File: config.mk
export PLATFORM = sky130hd
export DESIGN_NAME = reqrsp_mem_arbiter_flat
export DESIGN_NICKNAME = d
export VERILOG_FILES = /design/src/rtl/reqrsp_mem_arbiter_if.sv /design/src/rtl/reqrsp_mem_arbiter.sv /design/src/flat_wrapper.sv
export SDC_FILE = /design/constraint.sdc
export NUM_CORES = 1
export LEC_CHECK = 0
export CAP_MARGIN = 5
export CORE_AREA = 2 2 218 220
export DETAILED_ROUTE_END_ITERATION = 10
export DIE_AREA = 0 0 220 222
export MAX_ROUTING_LAYER = met4
export PLACE_DENSITY = 0.47
export SYNTH_ARGS = -nofsm -noshare
export SYNTH_HDL_FRONTEND = slang
export SYNTH_SLANG_ARGS = --single-unit
File: constraint.sdc
create_clock -name clk_i -period 7.11 [get_ports clk_i]
set_input_delay 1.7775 -clock clk_i [delete_from_list [all_inputs] [get_ports clk_i]]
set_output_delay 1.7775 -clock clk_i [all_outputs]
set_load 0.01 [all_outputs]
File: src/rtl/reqrsp_mem_arbiter_if.sv
// Single-port SRAM macro bus shared by the reqrsp arbiter.
// master = arbiter side, slave = memory side.
interface reqrsp_mem_arbiter_if #(
    parameter int unsigned DATA_WIDTH = 64,
    parameter int unsigned ADDR_WIDTH = 32
);
    logic                    mem_req;
    logic                    mem_gnt;
    logic                    mem_cs;
    logic                    mem_we;
    logic [DATA_WIDTH/8-1:0] mem_be;
    logic [ADDR_WIDTH-1:0]   mem_addr;
    logic [DATA_WIDTH-1:0]   mem_wdata;
    logic [DATA_WIDTH-1:0]   mem_rdata;

    modport master (
        output mem_req,
        input  mem_gnt,
        output mem_cs,
        output mem_we,
        output mem_be,
        output mem_addr,
        output mem_wdata,
        input  mem_rdata
    );

    modport slave (
        input  mem_req,
        output mem_gnt,
        input  mem_cs,
        input  mem_we,
        input  mem_be,
        input  mem_addr,
        input  mem_wdata,
        output mem_rdata
    );
endinterface

File: src/rtl/reqrsp_mem_arbiter.sv
// Round-robin arbiter sharing one single-port SRAM among reqrsp ports,
// one outstanding access, response routed back to the issuing port.
module reqrsp_mem_arbiter #(
    parameter int unsigned NUM_PORTS  = 3,
    parameter int unsigned DATA_WIDTH = 64,
    parameter int unsigned ADDR_WIDTH = 32
) (
    input  logic                              clk_i,
    input  logic                              rst_ni,
    input  logic [NUM_PORTS-1:0]              q_valid_i,
    output logic [NUM_PORTS-1:0]              q_ready_o,
    input  logic [NUM_PORTS-1:0]              q_write_i,
    input  logic [NUM_PORTS*ADDR_WIDTH-1:0]   q_addr_i,
    input  logic [NUM_PORTS*DATA_WIDTH-1:0]   q_data_i,
    input  logic [NUM_PORTS*DATA_WIDTH/8-1:0] q_strb_i,
    output logic [NUM_PORTS-1:0]              p_valid_o,
    input  logic [NUM_PORTS-1:0]              p_ready_i,
    output logic [DATA_WIDTH-1:0]             p_data_o,
    output logic                              p_error_o,
    reqrsp_mem_arbiter_if.master              mem
);
    localparam int unsigned IDX_W  = $clog2(NUM_PORTS);
    localparam int unsigned STRB_W = DATA_WIDTH / 8;

    typedef enum logic [1:0] {
        IDLE,
        RESP,
        HOLD
    } state_t;

    state_t                state_q, state_d;
    logic [IDX_W-1:0]      prio_ptr_q, prio_ptr_d;
    logic                  lock_vld_q, lock_vld_d;
    logic [IDX_W-1:0]      lock_idx_q, lock_idx_d;
    logic [IDX_W-1:0]      owner_q, owner_d;
    logic                  is_rd_q, is_rd_d;
    logic [DATA_WIDTH-1:0] rdata_q, rdata_d;

    logic                  win_vld;
    logic [IDX_W-1:0]      win_idx;
    int unsigned           cand;
    logic                  sel_write;
    logic [ADDR_WIDTH-1:0] sel_addr;
    logic [DATA_WIDTH-1:0] sel_data;
    logic [STRB_W-1:0]     sel_strb;
    logic                  req;
    logic [DATA_WIDTH-1:0] resp_data;

    // A stalled (locked) request keeps the bus until granted or withdrawn.
    always_comb begin
        win_vld = 1'b0;
        win_idx = '0;
        cand    = 0;
        if (lock_vld_q && q_valid_i[lock_idx_q]) begin
            win_vld = 1'b1;
            win_idx = lock_idx_q;
        end else begin
            for (int unsigned i = 0; i < NUM_PORTS; i++) begin
                cand = 32'(prio_ptr_q) + i;
                if (cand >= NUM_PORTS) cand = cand - NUM_PORTS;
                if (!win_vld && q_valid_i[cand]) begin
                    win_vld = 1'b1;
                    win_idx = IDX_W'(cand);
                end
            end
        end
    end

    always_comb begin
        sel_write = 1'b0;
        sel_addr  = '0;
        sel_data  = '0;
        sel_strb  = '0;
        for (int unsigned i = 0; i < NUM_PORTS; i++) begin
            if (win_idx == IDX_W'(i)) begin
                sel_write = q_write_i[i];
                sel_addr  = q_addr_i[i*ADDR_WIDTH +: ADDR_WIDTH];
                sel_data  = q_data_i[i*DATA_WIDTH +: DATA_WIDTH];
                sel_strb  = q_strb_i[i*STRB_W +: STRB_W];
            end
        end
    end

    always_comb begin
        state_d    = state_q;
        prio_ptr_d = prio_ptr_q;
        lock_vld_d = lock_vld_q;
        lock_idx_d = lock_idx_q;
        owner_d    = owner_q;
        is_rd_d    = is_rd_q;
        rdata_d    = rdata_q;
        req        = 1'b0;
        q_ready_o  = '0;
        p_valid_o  = '0;
        resp_data  = is_rd_q ? mem.mem_rdata : '0;
        p_data_o   = rdata_q;
        unique case (state_q)
            IDLE: begin
                req = win_vld;
                if (!win_vld) begin
                    lock_vld_d = 1'b0;
                end else if (mem.mem_gnt) begin
                    q_ready_o[win_idx] = 1'b1;
                    owner_d    = win_idx;
                    is_rd_d    = ~sel_write;
                    lock_vld_d = 1'b0;
                    state_d    = RESP;
                    if (win_idx == IDX_W'(NUM_PORTS - 1)) begin
                        prio_ptr_d = '0;
                    end else begin
                        prio_ptr_d = win_idx + 1'b1;
                    end
                end else begin
                    lock_vld_d = 1'b1;
                    lock_idx_d = win_idx;
                end
            end
            RESP: begin
                p_valid_o[owner_q] = 1'b1;
                p_data_o = resp_data;
                rdata_d  = resp_data;
                state_d  = p_ready_i[owner_q] ? IDLE : HOLD;
            end
            HOLD: begin
                p_valid_o[owner_q] = 1'b1;
                if (p_ready_i[owner_q]) state_d = IDLE;
            end
            default: state_d = IDLE;
        endcase
        if (!rst_ni) begin
            req       = 1'b0;
            q_ready_o = '0;
            p_valid_o = '0;
        end
    end

    assign mem.mem_req   = req;
    assign mem.mem_cs    = req & mem.mem_gnt;
    assign mem.mem_we    = req & sel_write;
    assign mem.mem_be    = sel_strb;
    assign mem.mem_addr  = sel_addr;
    assign mem.mem_wdata = sel_data;
    assign p_error_o     = 1'b0;

    always_ff @(posedge clk_i) begin
        if (!rst_ni) begin
            state_q    <= IDLE;
            prio_ptr_q <= '0;
            lock_vld_q <= 1'b0;
            lock_idx_q <= '0;
            owner_q    <= '0;
            is_rd_q    <= 1'b0;
            rdata_q    <= '0;
        end else begin
            state_q    <= state_d;
            prio_ptr_q <= prio_ptr_d;
            lock_vld_q <= lock_vld_d;
            lock_idx_q <= lock_idx_d;
            owner_q    <= owner_d;
            is_rd_q    <= is_rd_d;
            rdata_q    <= rdata_d;
        end
    end
endmodule

File: src/flat_wrapper.sv
// flat-port wrapper written by rule: the top's interface ports become plain ports
module reqrsp_mem_arbiter_flat 
#(
    parameter int unsigned NUM_PORTS  = 3,
    parameter int unsigned DATA_WIDTH = 64,
    parameter int unsigned ADDR_WIDTH = 32
)
  (clk_i, rst_ni, q_valid_i, q_ready_o, q_write_i, q_addr_i, q_data_i, q_strb_i, p_valid_o, p_ready_i, p_data_o, p_error_o, mem_mem_req, mem_mem_gnt, mem_mem_cs, mem_mem_we, mem_mem_be, mem_mem_addr, mem_mem_wdata, mem_mem_rdata);
  reqrsp_mem_arbiter_if #(.DATA_WIDTH(DATA_WIDTH), .ADDR_WIDTH(ADDR_WIDTH)) mem_i ();
  input  logic clk_i;
  input  logic rst_ni;
  input  logic [NUM_PORTS-1:0] q_valid_i;
  output logic [NUM_PORTS-1:0] q_ready_o;
  input  logic [NUM_PORTS-1:0] q_write_i;
  input  logic [NUM_PORTS*ADDR_WIDTH-1:0] q_addr_i;
  input  logic [NUM_PORTS*DATA_WIDTH-1:0] q_data_i;
  input  logic [NUM_PORTS*DATA_WIDTH/8-1:0] q_strb_i;
  output logic [NUM_PORTS-1:0] p_valid_o;
  input  logic [NUM_PORTS-1:0] p_ready_i;
  output logic [DATA_WIDTH-1:0] p_data_o;
  output logic p_error_o;
  output wire logic [$bits(mem_i.mem_req)-1:0] mem_mem_req;
  input wire logic [$bits(mem_i.mem_gnt)-1:0] mem_mem_gnt;
  output wire logic [$bits(mem_i.mem_cs)-1:0] mem_mem_cs;
  output wire logic [$bits(mem_i.mem_we)-1:0] mem_mem_we;
  output wire logic [$bits(mem_i.mem_be)-1:0] mem_mem_be;
  output wire logic [$bits(mem_i.mem_addr)-1:0] mem_mem_addr;
  output wire logic [$bits(mem_i.mem_wdata)-1:0] mem_mem_wdata;
  input wire logic [$bits(mem_i.mem_rdata)-1:0] mem_mem_rdata;
  assign mem_mem_req = mem_i.mem_req;
  assign mem_i.mem_gnt = mem_mem_gnt;
  assign mem_mem_cs = mem_i.mem_cs;
  assign mem_mem_we = mem_i.mem_we;
  assign mem_mem_be = mem_i.mem_be;
  assign mem_mem_addr = mem_i.mem_addr;
  assign mem_mem_wdata = mem_i.mem_wdata;
  assign mem_i.mem_rdata = mem_mem_rdata;
  reqrsp_mem_arbiter #(.NUM_PORTS(NUM_PORTS), .DATA_WIDTH(DATA_WIDTH), .ADDR_WIDTH(ADDR_WIDTH)) u_core (.clk_i(clk_i), .rst_ni(rst_ni), .q_valid_i(q_valid_i), .q_ready_o(q_ready_o), .q_write_i(q_write_i), .q_addr_i(q_addr_i), .q_data_i(q_data_i), .q_strb_i(q_strb_i), .p_valid_o(p_valid_o), .p_ready_i(p_ready_i), .p_data_o(p_data_o), .p_error_o(p_error_o), .mem(mem_i));
endmodule
Word-level counts from Yosys, hierarchy flattened
Index checks and enable logic that the tools add are counted.
{"block": "word_totals", "regBits": 74, "input_bits": 388, "output_inout_bits": 178}
{"block": "classes", "addsub": 6, "magnitude_cmp": 11, "eq_ne": 7, "mux": 60, "bitwise": 4, "n_reduce_logical": 13}
{"op": "64-bit 2-to-1 mux", "count": 5}
{"op": "32-bit 2-to-1 mux", "count": 9}
{"op": "32-bit by 3-bit less-than comparator with 1-bit output (second input constant)", "count": 3}
{"op": "32-bit by 2-bit greater-or-equal comparator with 1-bit output (second input constant)", "count": 2}
{"op": "32-bit by 2-bit subtractor with 32-bit output (second input constant)", "count": 2}
{"op": "8-bit 2-to-1 mux", "count": 3}
{"op": "1-bit 2-to-1 mux", "count": 20}
{"op": "2-bit 2-to-1 mux", "count": 9}
{"op": "3-bit 2-to-1 mux", "count": 6}
{"op": "1-bit binary-select mux with 2-bit select", "count": 5}
{"op": "2-bit by 3-bit less-than comparator with 1-bit output (second input constant)", "count": 3}
{"op": "3-bit AND reduction", "count": 3}
{"op": "2-bit case mux with 3 select lines", "count": 1}
{"op": "1-bit logical AND", "count": 5}
{"op": "1-bit demux with 2-bit select", "count": 2}
{"op": "2-bit by 1-bit equality test with 1-bit output (second input constant)", "count": 2}
{"op": "2-bit equality test (second input constant)", "count": 2}
{"op": "2-bit by 1-bit greater-or-equal comparator with 1-bit output (second input constant)", "count": 2}
{"op": "2-bit zero test", "count": 2}
{"op": "2-bit by 1-bit inequality test with 1-bit output (second input constant)", "count": 2}
{"op": "2-bit by 1-bit adder with 3-bit output (second input constant)", "count": 1}
{"op": "2-bit by 2-bit adder with 3-bit output (second input constant)", "count": 1}
{"op": "2-bit by 2-bit subtractor with 3-bit output (second input constant)", "count": 1}
{"op": "2-bit by 1-bit adder with 2-bit output (second input constant)", "count": 1}
{"op": "6 further kinds", "count": 9}

Longest topological paths before layout
Gate-level depths: netlist of run 1.
{"block": "depth", "depth_word": 24, "depth_mapped": 12, "ltp_nobuf": 8}

Least setup slack after synthesis of run 1
Ideal clock, no wire load.
{"block": "synth_timing", "kind": "input port to output port", "startpoint": "input port q_valid_i[2]", "endpoint": "output port mem_mem_be[6]", "arrival_time_ns": 3.524, "slack_ns": 1.809, "cell_stages": 9, "path_buffers": 3, "path_cell_list": "buf_2 -> mux2i_1 -> o221ai_2 -> or3_4 -> a22o_1 -> buf_2 -> and2_4 -> buf_6 -> a221o_1"}
{"block": "synth_between", "elab_chain_cells": 16}
{"item": "from (decl)", "line_no": "flat_wrapper.sv:12", "source": "input logic [NUM_PORTS-1:0] q_valid_i;"}
{"item": "1-bit binary-select mux with 2-bit select", "line_no": "reqrsp_mem_arbiter.sv:61", "source": "if (!win_vld && q_valid_i[cand]) begin"}
{"item": "1-bit 2-to-1 mux (implied by the code)", "line_no": "reqrsp_mem_arbiter.sv:61"}
{"item": "1-bit 2-to-1 mux", "line_no": "reqrsp_mem_arbiter.sv:61"}
{"item": "1-bit 2-to-1 mux", "line_no": "reqrsp_mem_arbiter.sv:54", "source": "if (lock_vld_q && q_valid_i[lock_idx_q]) begin"}
{"item": "1-bit zero test", "line_no": "reqrsp_mem_arbiter.sv:61"}
{"item": "1-bit logical AND", "line_no": "reqrsp_mem_arbiter.sv:61"}
{"item": "1-bit 2-to-1 mux", "line_no": "reqrsp_mem_arbiter.sv:61"}
{"item": "1-bit 2-to-1 mux", "line_no": "reqrsp_mem_arbiter.sv:54"}
{"item": "1-bit zero test", "line_no": "reqrsp_mem_arbiter.sv:61"}
{"item": "1-bit logical AND", "line_no": "reqrsp_mem_arbiter.sv:61"}
{"item": "2-bit 2-to-1 mux", "line_no": "reqrsp_mem_arbiter.sv:61"}
{"item": "2-bit 2-to-1 mux *", "line_no": "reqrsp_mem_arbiter.sv:54"}
{"item": "2-bit zero test", "line_no": "reqrsp_mem_arbiter.sv:75", "source": "if (win_idx == IDX_W'(i)) begin"}
{"item": "8-bit 2-to-1 mux (2 in series)", "line_no": "reqrsp_mem_arbiter.sv:75"}
{"item": "8-bit 2-to-1 mux *", "line_no": "reqrsp_mem_arbiter.sv:75"}
{"item": "to (decl)", "line_no": "flat_wrapper.sv:26", "source": "output wire logic [$bits(mem_i.mem_be)-1:0] mem_mem_be;"}
Every way passes the cells marked *; elsewhere a longest branch is shown, timed or not. The select of a mux whose other input is x is not followed.

Worst setup path in the final report of run 1
{"block": "layout_timing", "startpoint": "input port q_valid_i[1]", "endpoint": "output port mem_mem_wdata[3]"}
{"block": "layout_between", "elab_chain_cells": 16}
{"item": "1-bit binary-select mux with 2-bit select", "line_no": "reqrsp_mem_arbiter.sv:61"}
{"item": "1-bit 2-to-1 mux (implied by the code)", "line_no": "reqrsp_mem_arbiter.sv:61"}
{"item": "1-bit 2-to-1 mux", "line_no": "reqrsp_mem_arbiter.sv:61"}
{"item": "1-bit 2-to-1 mux", "line_no": "reqrsp_mem_arbiter.sv:54"}
{"item": "1-bit zero test", "line_no": "reqrsp_mem_arbiter.sv:61"}
{"item": "1-bit logical AND", "line_no": "reqrsp_mem_arbiter.sv:61"}
{"item": "1-bit 2-to-1 mux", "line_no": "reqrsp_mem_arbiter.sv:61"}
{"item": "1-bit 2-to-1 mux", "line_no": "reqrsp_mem_arbiter.sv:54"}
{"item": "1-bit zero test", "line_no": "reqrsp_mem_arbiter.sv:61"}
{"item": "1-bit logical AND", "line_no": "reqrsp_mem_arbiter.sv:61"}
{"item": "2-bit 2-to-1 mux", "line_no": "reqrsp_mem_arbiter.sv:61"}
{"item": "2-bit 2-to-1 mux *", "line_no": "reqrsp_mem_arbiter.sv:54"}
{"item": "2-bit zero test", "line_no": "reqrsp_mem_arbiter.sv:75"}
{"item": "64-bit 2-to-1 mux (2 in series)", "line_no": "reqrsp_mem_arbiter.sv:75"}
{"item": "64-bit 2-to-1 mux *", "line_no": "reqrsp_mem_arbiter.sv:75"}
{"item": "to (decl)", "line_no": "flat_wrapper.sv:28", "source": "output wire logic [$bits(mem_i.mem_wdata)-1:0] mem_mem_wdata;"}
Marked as above.

==> impl_metrics.csv, run 1 <==
group,metric,value,unit
outcome,outcome,"complete, no violations",
floorplanning,fp.dieH,222,um
layout,fin_cells,1912,
synthesis,yosys.cell_types.count,49,
timing,tightest_slew,928.3,ps
placement,dp_hpwl,30.55,mm
synthesis,synthFlopType,"dfxtp_1",
setup_path,arrival,5100,ps
setup_path,crit_required,5330,ps
synthesis,yosys_warnings,0,
timing,hold_violations,0,
layout,syn_to_final_growth,123.0,%
synthesis,synthXorXnorAreaFrac,0,%
floorplanning,start_util,11.66,%
placement,place_inst,1891,
floorplanning,die-area,48840,um^2
timing,max_freq,145.4,MHz
global_routing,grt_pass1_vias,7883,
setup_path,cp-start-kind,"input pin",
clocking,cts_hold_buffers,0,
synthesis,synth_area,5394,um^2
timing,slew_headroom,38.11,%
power_and_ir_drop,leakagePower,4.605,nW
layout,nets,1690,
min_path,hold_path.class,"reg -> reg",
clocking,postCtsResizedCells,0,
min_path,whs_endpoint,"u_core.state_q[1]",
min_path,min_from,"u_core.state_q[1]",
timing,slew_viol_final,0,
synthesis,synthArstFlopShare,0,%
timing,period_share,96.70,%
timing,rsz0062_at_grt,"false",
route,wl_per_cell,19.32,um
timing,layout_min_cycle_time,6876,ps
min_path,hold_depth,2,
global_routing,antenna_found_initial,8,
setup_path,cp-end-kind,"output port",
synthesis,syn_avg_cell_area,6.987,um^2
clocking,cts_tree,"done",
floorplanning,core,46260,um^2
setup_path,cp_max_fo,31,
floorplanning,rows,79,
floorplanning,die_x,220,um
clocking,clock_latency,330,ps
synthesis,synthSimpleGateAreaFrac,27.44,%
placement,gp_congestion,0.9380,
global_routing,grt_max_degree,71,
clocking,h-tree-depth,3,
global_routing,grt_use_total,14.71,%
synthesis,synth_mux_area_share,1.693,%
synthesis,ys_seq_area_share,27.46,%
route,wl,36.93,mm
timing,finalSetupViolCount,0,
clocking,postCtsSetupBuffers,0,
clocking,root_buffer,"clkbuf_16",
clocking,clk_pin_slew,50,ps
synthesis,synth_edf_count,0,
floorplanning,io-pin-count,566,
layout,fill_cells,5089,
global_routing,grt_first_pass_wirelength,51.71,mm
placement,io_buffers,564,
setup_path,r2r_cells,9,
route,vias_per_cell,4.052,
setup_path,path_class,"in -> out",
route,num_vias,7747,
setup_path,rrSetupSlack,4400,ps
power_and_ir_drop,vdd_ir_drop_max,440.7,uV
synthesis,ys_seq_elements,74,
timing,tns,0,ps
run,drv_cap,0,
global_routing,gr-total-overflow,0,
synthesis,synth_fa_ha_area_share,1.624,%
layout,drive_gt1_share,6.471,%
setup_path,rr_endpoint,"u_core.is_rd_q",
synthesis,synth_compound_area_share,32.45,%
synthesis,synthCells,772,
route,drc_errors,0,
setup_path,reg2reg_from,"u_core.prio_ptr_q[0]",
clocking,cts.path.max_buffers,2,
power_and_ir_drop,power_density,454.9,nW/um^2
timing,fin_skew,10.41,ps
route,ant_nets,0,
route,first_iter_violations,373,
synthesis,synth_top_family_by_area,"compound AO/OA/AOI/OAI gates",
clocking,cts.sinks,74,
route,drt_first_pass_iters,4,
synthesis,syn-num-nets,1167,
clocking,cts_inserted_buffers,9,
==> synthesized netlist by cell type, drive strengths merged, types with 3 or more instances <==
master  instances  area [um^2]
a21oi          38        306.5
inv            45        168.9
buf            30        176.4
nand2         158        593.1
nand2b          5        31.28
nand3           4        20.02
a22o           65        569.3
o22ai          31        193.9
dfxtp          74         1481
nor2           80        300.3
nor2b           3        18.77
a211oi          4        30.03
ha              7        87.58
and2           67        421.7
a31oi          77        481.7
clkbuf         41        153.9
o21ai           8        40.03
mux2i           5        53.80
nor3            3        15.01
mux2            3        37.53
==> metal layers <==
layer	wire [um]	track usage (%)
met3	3248	3.937
met1	14180	15.93
met4	760	4.503
met2	18740	25.97
met5	0	-
==> final cells by class <==
class                   count  area, um^2  share of cell area [%]
clock buffers              12       256.5                   2.132
well taps                 607       759.5                   6.314
diodes                      7       17.52                  0.1456
repair buffers            583        5871                   48.80
flip-flops and latches     74        1481                   12.32
inverters                  45       168.9                   1.404
multi-input cells         582        3437                   28.57
clock inverters             2       37.54                  0.3120
==> report_power, final <==
group          switching (mW)  internal (mW)  total [mW]
registers              0.0261          0.456       0.482
logic                    2.37           2.16        4.53
clock network           0.174          0.287       0.461
total                    2.57           2.90        5.47
==> worst max path at each step <==
stage / startpoint / to / depth (start not counted)
detailed placement: q_valid_i[1] / mem_mem_wdata[19] / 9
global placement: q_valid_i[1] / mem_mem_wdata[19] / 9
finish: q_valid_i[1] / mem_mem_wdata[3] / 9
global route: q_valid_i[1] / mem_mem_wdata[19] / 9
floorplan: q_valid_i[2] / mem_mem_be[6] / 9
CTS: q_valid_i[1] / mem_mem_wdata[19] / 9
==> sequential cells by signal, summed over array words and instances (netlist names) <==
| register | count |
|---|---|
| u_core.lock_idx_q | 2 |
| u_core.lock_vld_q | 1 |
| u_core.rdata_q | 64 |
| u_core.owner_q | 2 |
| u_core.state_q | 2 |
| u_core.is_rd_q | 1 |
| u_core.prio_ptr_q | 2 |
==> through the flow <==
stage	instance area (um^2)	hold WS (ps)	setup slack [ps]	power (mW)	utilization, %
detailed placement	11720	472.1	183.8	5.094	25.33
global placement	11720	460.4	239.9	5.120	25.33
floorplan	5394	446.1	1809	2.593	-
CTS	12010	479.8	153.7	5.602	25.97
finish	12030	475.4	234.4	5.472	26.00
global route	12030	515.8	20.40	5.880	26.00
==> critical path: stages <==
cell	delay [ps]
clkdlybuf4s50_1	600
mux2i_2	290
o21ai_1	150
o31ai_2	390
a22o_4	480
buf_4	380
nand2_1	100
a31oi_1	250
clkdlybuf4s50_1	620
==> layout by cell type, fill, tap and decap left out, types with 2 or more instances in the layout <==
master           instances
clkdlybuf4s50_1        558
nand2_1                158
nor2_1                  80
a31oi_1                 77
dfxtp_1                 74
and2_1                  65
a22o_1                  64
inv_1                   44
a21oi_2                 31
o22ai_1                 30
buf_4                   16
clkbuf_16                9
buf_12                   8
diode_2                  7
o21ai_0                  7
a21oi_1                  7
ha_1                     7
nand2b_1                 5
nand3_1                  4
a211oi_1                 4
mux2i_1                  4
nor2b_1                  3
nor3_1                   3
nand3b_1                 2
and3_1                   2
mux2_2                   2
a221o_1                  2
o211ai_1                 2
clkbuf_8                 2
==> kinds of logic after synthesis <==
family	Yosys count
multiplexers	8
other	1
AO/OA/AOI/OAI	236
buffers and inverters	116
adder cells (fa/ha/maj)	7
flip-flops	74
AND/OR/NAND/NOR	330
(Power assumes the default switching activity.)
==> inputs of run 2 (changes only) <==
--- a/config.mk
+++ b/config.mk
@@ -5,6 +5,7 @@
 export SDC_FILE = /design/constraint.sdc
 export NUM_CORES = 1
 export LEC_CHECK = 0
+export ABC_CLOCK_PERIOD_IN_PS = 7110
 export CAP_MARGIN = 5
 export CORE_AREA = 2 2 218 220
 export DETAILED_ROUTE_END_ITERATION = 10
==> results of run 2 <==
Same layout as run 1: the final DEF is identical, and so are final timing and power.
